`config.mk`:
```
export PLATFORM = sky130hd
export DESIGN_NAME = regfile_reader_flat
export DESIGN_NICKNAME = d
export VERILOG_FILES = /design/src/rtl/regfile_reader_if.sv /design/src/rtl/regfile_reader.sv /design/src/flat_wrapper.sv
export SDC_FILE = /design/constraint.sdc
export NUM_CORES = 1
export LEC_CHECK = 0
export BUFFER_PORTS_ARGS = -buffer_cell sky130_fd_sc_hd__buf_4
export CAP_MARGIN = 20
export CORE_UTILIZATION = 50
export CTS_BUF_LIST = sky130_fd_sc_hd__clkbuf_4
export CTS_CLUSTER_DIAMETER = 100
export DETAILED_ROUTE_END_ITERATION = 6
export PLACE_DENSITY = 0.81
export SLEW_MARGIN = 10
export SYNTH_ARGS = -nofsm -noshare
export SYNTH_HDL_FRONTEND = slang
export SYNTH_SLANG_ARGS = --single-unit
```
`constraint.sdc`:
```
create_clock -name clk -period 2.7 [get_ports clk]
set_input_delay 0.675 -clock clk [delete_from_list [all_inputs] [get_ports clk]]
set_output_delay 0.675 -clock clk [all_outputs]
set_load 0.005 [all_outputs]
```
`src/rtl/regfile_reader_if.sv`:
```
// regfile_reader_if: command, register-file read port and output stream of regfile_reader
interface regfile_reader_if #(
  parameter int DATA_W = 32,
  parameter int ADDR_W = 5
);
  logic              start;
  logic [ADDR_W-1:0] base;
  logic [ADDR_W:0]   count;
  logic [ADDR_W-1:0] raddr;
  logic [DATA_W-1:0] rdata;
  logic              rf_we;
  logic              rf_lock;
  logic              out_valid;
  logic              out_ready;
  logic [DATA_W-1:0] out_data;
  logic [ADDR_W-1:0] out_addr;
  logic              out_last;
  logic              busy;
  logic              done;
  modport master (
    input  start, base, count, rdata, rf_we, out_ready,
    output raddr, rf_lock, out_valid, out_data, out_addr, out_last, busy, done
  );
  modport slave (
    output start, base, count, rdata, rf_we, out_ready,
    input  raddr, rf_lock, out_valid, out_data, out_addr, out_last, busy, done
  );
endinterface

```
`src/rtl/regfile_reader.sv`:
```
// regfile_reader: walks a block of register addresses and streams the words out with addr/last tags
module regfile_reader #(
  parameter int DATA_W = 32,
  parameter int ADDR_W = 5,
  parameter int NREG   = 32
) (
  input  logic             clk,
  input  logic             rst,
  regfile_reader_if.master m
);
  typedef enum logic [1:0] {IDLE, READ, DRAIN} state_t;
  localparam logic [ADDR_W:0] NREG_C = (ADDR_W+1)'(NREG);
  localparam logic [ADDR_W:0] ONE    = (ADDR_W+1)'(1);
  state_t            r_state;
  logic [ADDR_W-1:0] r_raddr;
  logic [ADDR_W:0]   r_rem;
  logic [DATA_W-1:0] r_out_data;
  logic [ADDR_W-1:0] r_out_addr;
  logic              r_out_valid;
  logic              r_out_last;
  logic              r_busy;
  logic              r_lock;
  logic              r_done;
  logic              w_fire;
  logic              w_cap;
  assign w_fire = r_out_valid & m.out_ready;
  // rdata reads as zero during a write, so never capture then; also wait for a free output register
  assign w_cap  = (r_state == READ) & ~m.rf_we & (~r_out_valid | m.out_ready);
  // read-out FSM: command decode, capture/advance in READ, last-word handoff in DRAIN
  always_ff @(posedge clk or negedge rst) begin
    if (!rst) begin
      r_state     <= IDLE;
      r_raddr     <= '0;
      r_rem       <= '0;
      r_out_data  <= '0;
      r_out_addr  <= '0;
      r_out_valid <= 1'b0;
      r_out_last  <= 1'b0;
      r_busy      <= 1'b0;
      r_lock      <= 1'b0;
      r_done      <= 1'b0;
    end else begin
      r_done <= 1'b0;
      case (r_state)
        IDLE: begin
          if (m.start && m.count == '0) begin
            r_done <= 1'b1;
          end else if (m.start) begin
            r_raddr <= m.base;
            r_rem   <= (m.count > NREG_C) ? NREG_C : m.count;
            r_busy  <= 1'b1;
            r_lock  <= 1'b1;
            r_state <= READ;
          end
        end
        READ: begin
          if (w_cap) begin
            r_out_data  <= m.rdata;
            r_out_addr  <= r_raddr;
            r_out_valid <= 1'b1;
            r_out_last  <= (r_rem == ONE);
            r_raddr     <= r_raddr + 1'b1;
            r_rem       <= r_rem - ONE;
            if (r_rem == ONE) begin
              r_lock  <= 1'b0;
              r_state <= DRAIN;
            end
          end else if (w_fire) begin
            r_out_valid <= 1'b0;
          end
        end
        DRAIN: begin
          if (w_fire) begin
            r_out_valid <= 1'b0;
            r_out_last  <= 1'b0;
            r_done      <= 1'b1;
            r_busy      <= 1'b0;
            r_state     <= IDLE;
          end
        end
        default: r_state <= IDLE;
      endcase
    end
  end
  assign m.raddr     = r_raddr;
  assign m.rf_lock   = r_lock;
  assign m.out_valid = r_out_valid;
  assign m.out_data  = r_out_data;
  assign m.out_addr  = r_out_addr;
  assign m.out_last  = r_out_last;
  assign m.busy      = r_busy;
  assign m.done      = r_done;
endmodule

```
`src/flat_wrapper.sv`:
```
// flat-port wrapper written by rule: the top's interface ports become plain ports
module regfile_reader_flat 
#(
  parameter int DATA_W = 32,
  parameter int ADDR_W = 5,
  parameter int NREG   = 32
)
  (clk, rst, m_start, m_base, m_count, m_rdata, m_rf_we, m_out_ready, m_raddr, m_rf_lock, m_out_valid, m_out_data, m_out_addr, m_out_last, m_busy, m_done);
  regfile_reader_if #(.DATA_W(DATA_W), .ADDR_W(ADDR_W)) m_i ();
  input  logic clk;
  input  logic rst;
  input wire logic [$bits(m_i.start)-1:0] m_start;
  input wire logic [$bits(m_i.base)-1:0] m_base;
  input wire logic [$bits(m_i.count)-1:0] m_count;
  input wire logic [$bits(m_i.rdata)-1:0] m_rdata;
  input wire logic [$bits(m_i.rf_we)-1:0] m_rf_we;
  input wire logic [$bits(m_i.out_ready)-1:0] m_out_ready;
  output wire logic [$bits(m_i.raddr)-1:0] m_raddr;
  output wire logic [$bits(m_i.rf_lock)-1:0] m_rf_lock;
  output wire logic [$bits(m_i.out_valid)-1:0] m_out_valid;
  output wire logic [$bits(m_i.out_data)-1:0] m_out_data;
  output wire logic [$bits(m_i.out_addr)-1:0] m_out_addr;
  output wire logic [$bits(m_i.out_last)-1:0] m_out_last;
  output wire logic [$bits(m_i.busy)-1:0] m_busy;
  output wire logic [$bits(m_i.done)-1:0] m_done;
  assign m_i.start = m_start;
  assign m_i.base = m_base;
  assign m_i.count = m_count;
  assign m_i.rdata = m_rdata;
  assign m_i.rf_we = m_rf_we;
  assign m_i.out_ready = m_out_ready;
  assign m_raddr = m_i.raddr;
  assign m_rf_lock = m_i.rf_lock;
  assign m_out_valid = m_i.out_valid;
  assign m_out_data = m_i.out_data;
  assign m_out_addr = m_i.out_addr;
  assign m_out_last = m_i.out_last;
  assign m_busy = m_i.busy;
  assign m_done = m_i.done;
  regfile_reader #(.DATA_W(DATA_W), .ADDR_W(ADDR_W), .NREG(NREG)) u_core (.clk(clk), .rst(rst), .m(m_i));
endmodule
```
==> results.yml <==
place:
  placed_area_sq_um: 3276
  port_buffers: 94
  gp_congestion: 0.8428
  dp_hpwl_microns: 4024
setup_path:
  cpMostUsedCell: "buf_4"
  slowest_delay_ns: 0.42
  path_max_fanout: 38
  crit_path_start_kind: "flip-flop"
  crit_type: "reg2reg"
  end_kind: "flip-flop"
  crit_arrival_ns: 2.52
  crit_chain: "inv_1 > ha_1 > nand2b_1 > nor2_4 > buf_4 > o2bb2ai_1 > buf_4 > a211o_1"
  worstPathRequired_ns: 2.98
  cp_slowest_cell: "buf_4"
synth:
  synth.top_cell.area_share_pct: 55.17
  synth_fa_ha_area_share_pct: 3.009
  synth-simple-area-share_pct: 10.78
  synth_seq_cells: 55
  syn-cell-area_sq_um: 2495
  yosys-top-cells-area: "dfrtp_1 (55%), mux2_2 (17%), nand3_1 (3.2%)"
  ys_types: 36
  synthCells: 206
  synth_top_family_by_area: "multiplexers"
  seq_area_frac_synth_pct: 55.17
  synth_xor_area_share_pct: 0
  muxShareOfSynthArea_pct: 19.11
  avgSynthCellArea_sq_um: 12.11
  yosysTopAreaCell: "dfrtp_1"
  yosysWarnings: 0
  synth-compound-area-share_pct: 8.576
  synthesis.nets: 260
hold_path:
  hold_class: "in2async"
timing:
  min_period_over_period_pct: 83.12
  period_minus_slack_ns: 2.244
  tns_ns: 0
  slew-limit-headroom_pct: 55.46
  finClkSkew_ns: 0.006879
  max_freq_mhz: 445.6
  finalSetupViolCount: 0
  finalHoldViolations: 0
  slew_violations: 0
  tightest_slew_ns: 0.6682
  rsz0062_at_grt: "false"
clock_tree:
  cts_resized: 0
  hold_buffers: 0
  cts_tree: "built"
  cts_buffers: 5
  root_buffer: "clkbuf_4"
  post_cts_buffers: 0
  clock_latency_ns: 0.37
  cts.sinks: 55
  htree_num_levels: 2
  cts_buffer_depth: 2
  clk_pin_slew_ns: 0.15
pwr:
  power.density_nw_per_um2: 1113
  finalPower_mw: 3.723
  ir_worst_vdd_mv: 0.6593
  p_leak_nw: 1.587
outcome:
  status: "complete, no violations"
floorplanning:
  die_height_microns: 72.64
  row_count: 25
  initial_core_util_pct: 52.47
  ios: 95
  die_area_sq_um: 5277
  dieWidth_microns: 72.64
  core_area_sq_um: 4755
global_route:
  antenna_found_initial: 0
  grt_max_degree: 56
  track_usage_pct: 21.10
  grt_pass1_wl_microns: 8542
  grt.overflow.total: 0
  grt_pass1_vias: 1851
drt:
  routedWlPerCell_microns: 14.52
  drc: 0
  vias: 1944
  drt_iter0_drc: 106
  final_antenna_net_count: 0
  wirelength_microns: 5403
  first_pass_iters: 5
  viasPerCell: 5.226
layout:
  mostFrequentLayoutCell: "buf_4"
  syn_to_final_growth_pct: 34.05
  layout-drive-gt1-share_pct: 48.85
  regArea_sq_um: 1376
  multiInputGateArea_sq_um: 1042
  design_area_sq_um: 3344
  fill_cells: 384
  final_cell_mix: "buf_4 (100), dfrtp_1 (55), mux2_2 (37), nand3_1 (16), nand2_1 (15)"
  layout.nets: 358
  diodes: 0
flow_run:
  cap_violations: 0
==> registers in the layout (all words and copies together) (netlist names) <==
signal,count
u_core.m.out_valid,1
u_core.m.rf_lock,1
u_core.m.done,1
u_core.r_rem,6
u_core.r_state,2
u_core.m.busy,1
u_core.m.out_data,32
u_core.m.out_last,1
u_core.m.out_addr,5
u_core.m.raddr,5
==> cells in the mapped netlist <==
master / n
nor2_1: 6
buf_6: 1
a211o_1: 1
a31oi_1: 1
dfrtp_1: 55
nand2b_1: 4
o21ai_0: 10
o221ai_1: 1
mux2_2: 37
a31o_2: 1
or4b_4: 1
a41o_1: 1
a21oi_1: 5
o2bb2ai_1: 2
buf_1: 1
inv_1: 8
nand4_1: 1
ha_1: 6
a2bb2oi_1: 1
o22ai_1: 1
buf_2: 4
nand3_1: 16
clkbuf_1: 1
mux2i_1: 6
o21a_1: 1
nand2_1: 15
and3_1: 2
nor3_1: 5
o41ai_2: 1
o31ai_1: 2
nor4b_1: 1
a32oi_1: 2
nor4_1: 1
buf_4: 2
a21boi_0: 1
nor2b_1: 2
==> where the power goes <==
part	leakage (nW)	total, mW	switching, mW	internal, mW
combinational	0.905	1.86	0.803	1.05
sequential	0.650	1.49	0.273	1.22
clock	0.0323	0.373	0.257	0.116
==> final cells by class <==
class / instances / share of cell area, %
sequential: 55 / 41.15
multi-input combinational: 134 / 31.16
tap: 67 / 2.507
clock inverter: 2 / 0.4863
timing repair buffer: 100 / 22.45
inverter: 8 / 0.8979
clock buffer: 6 / 1.347
==> critical path, delay by kind of cell, from the launching register on <==
family	cells	cell delay, ns
AO/OA/AOI/OAI	2	0.53
AND/OR/NAND/NOR	2	0.24
adder cells (fa/ha/maj)	1	0.23
buffers and inverters	3	0.74
flip-flops	1	0.41
==> cell families after synthesis <==
kind of cell,count (synthesis)
flip-flops,55
AND/OR/NAND/NOR,54
multiplexers,43
AO/OA/AOI/OAI,31
buffers and inverters,17
adder cells (fa/ha/maj),6
==> final timing paths <==
path                                    from              endpoint  slack [ns]  cells past startpoint
setup / recovery           u_core.r_state[1]       u_core.r_rem[3]        0.46                      8
hold / removal                           rst       u_core.r_rem[1]        0.31                      1
setup reg to reg           u_core.r_state[1]       u_core.r_rem[3]        0.46                      8
hold reg to reg            u_core.m.out_last     u_core.m.out_last        0.51                      2
max in group asynchronous                rst  u_core.m.out_addr[1]        1.94                      1
min in group clk           u_core.m.out_last     u_core.m.out_last        0.51                      2
==> routing by layer <==
layer / track usage [%] / wire (microns) / vias to the layer above
met5: 0 / 0 / -
met4: 6.100 / 73 / 0
met3: 4.420 / 261 / 6
met2: 35.83 / 2791 / 54
met1: 27.38 / 2276 / 947
li1: - / - / 937
==> metrics by stage <==
stage | worst slack (ns) | std cells | util, % | hold slack, ns
3_3_place_gp | 0.1359 | 363 | 68.89 | 0.4739
6_report | 0.4558 | 372 | 70.34 | 0.3094
2_1_floorplan | 0.6050 | 206 | - | 0.3794
4_1_cts | 0.1941 | 371 | 70.18 | 0.3471
5_1_grt | 0.3062 | 372 | 70.34 | 0.3725
3_5_place_dp | 0.07643 | 363 | 68.89 | 0.4837
Note: power is estimated with default switching activity, not from simulation.
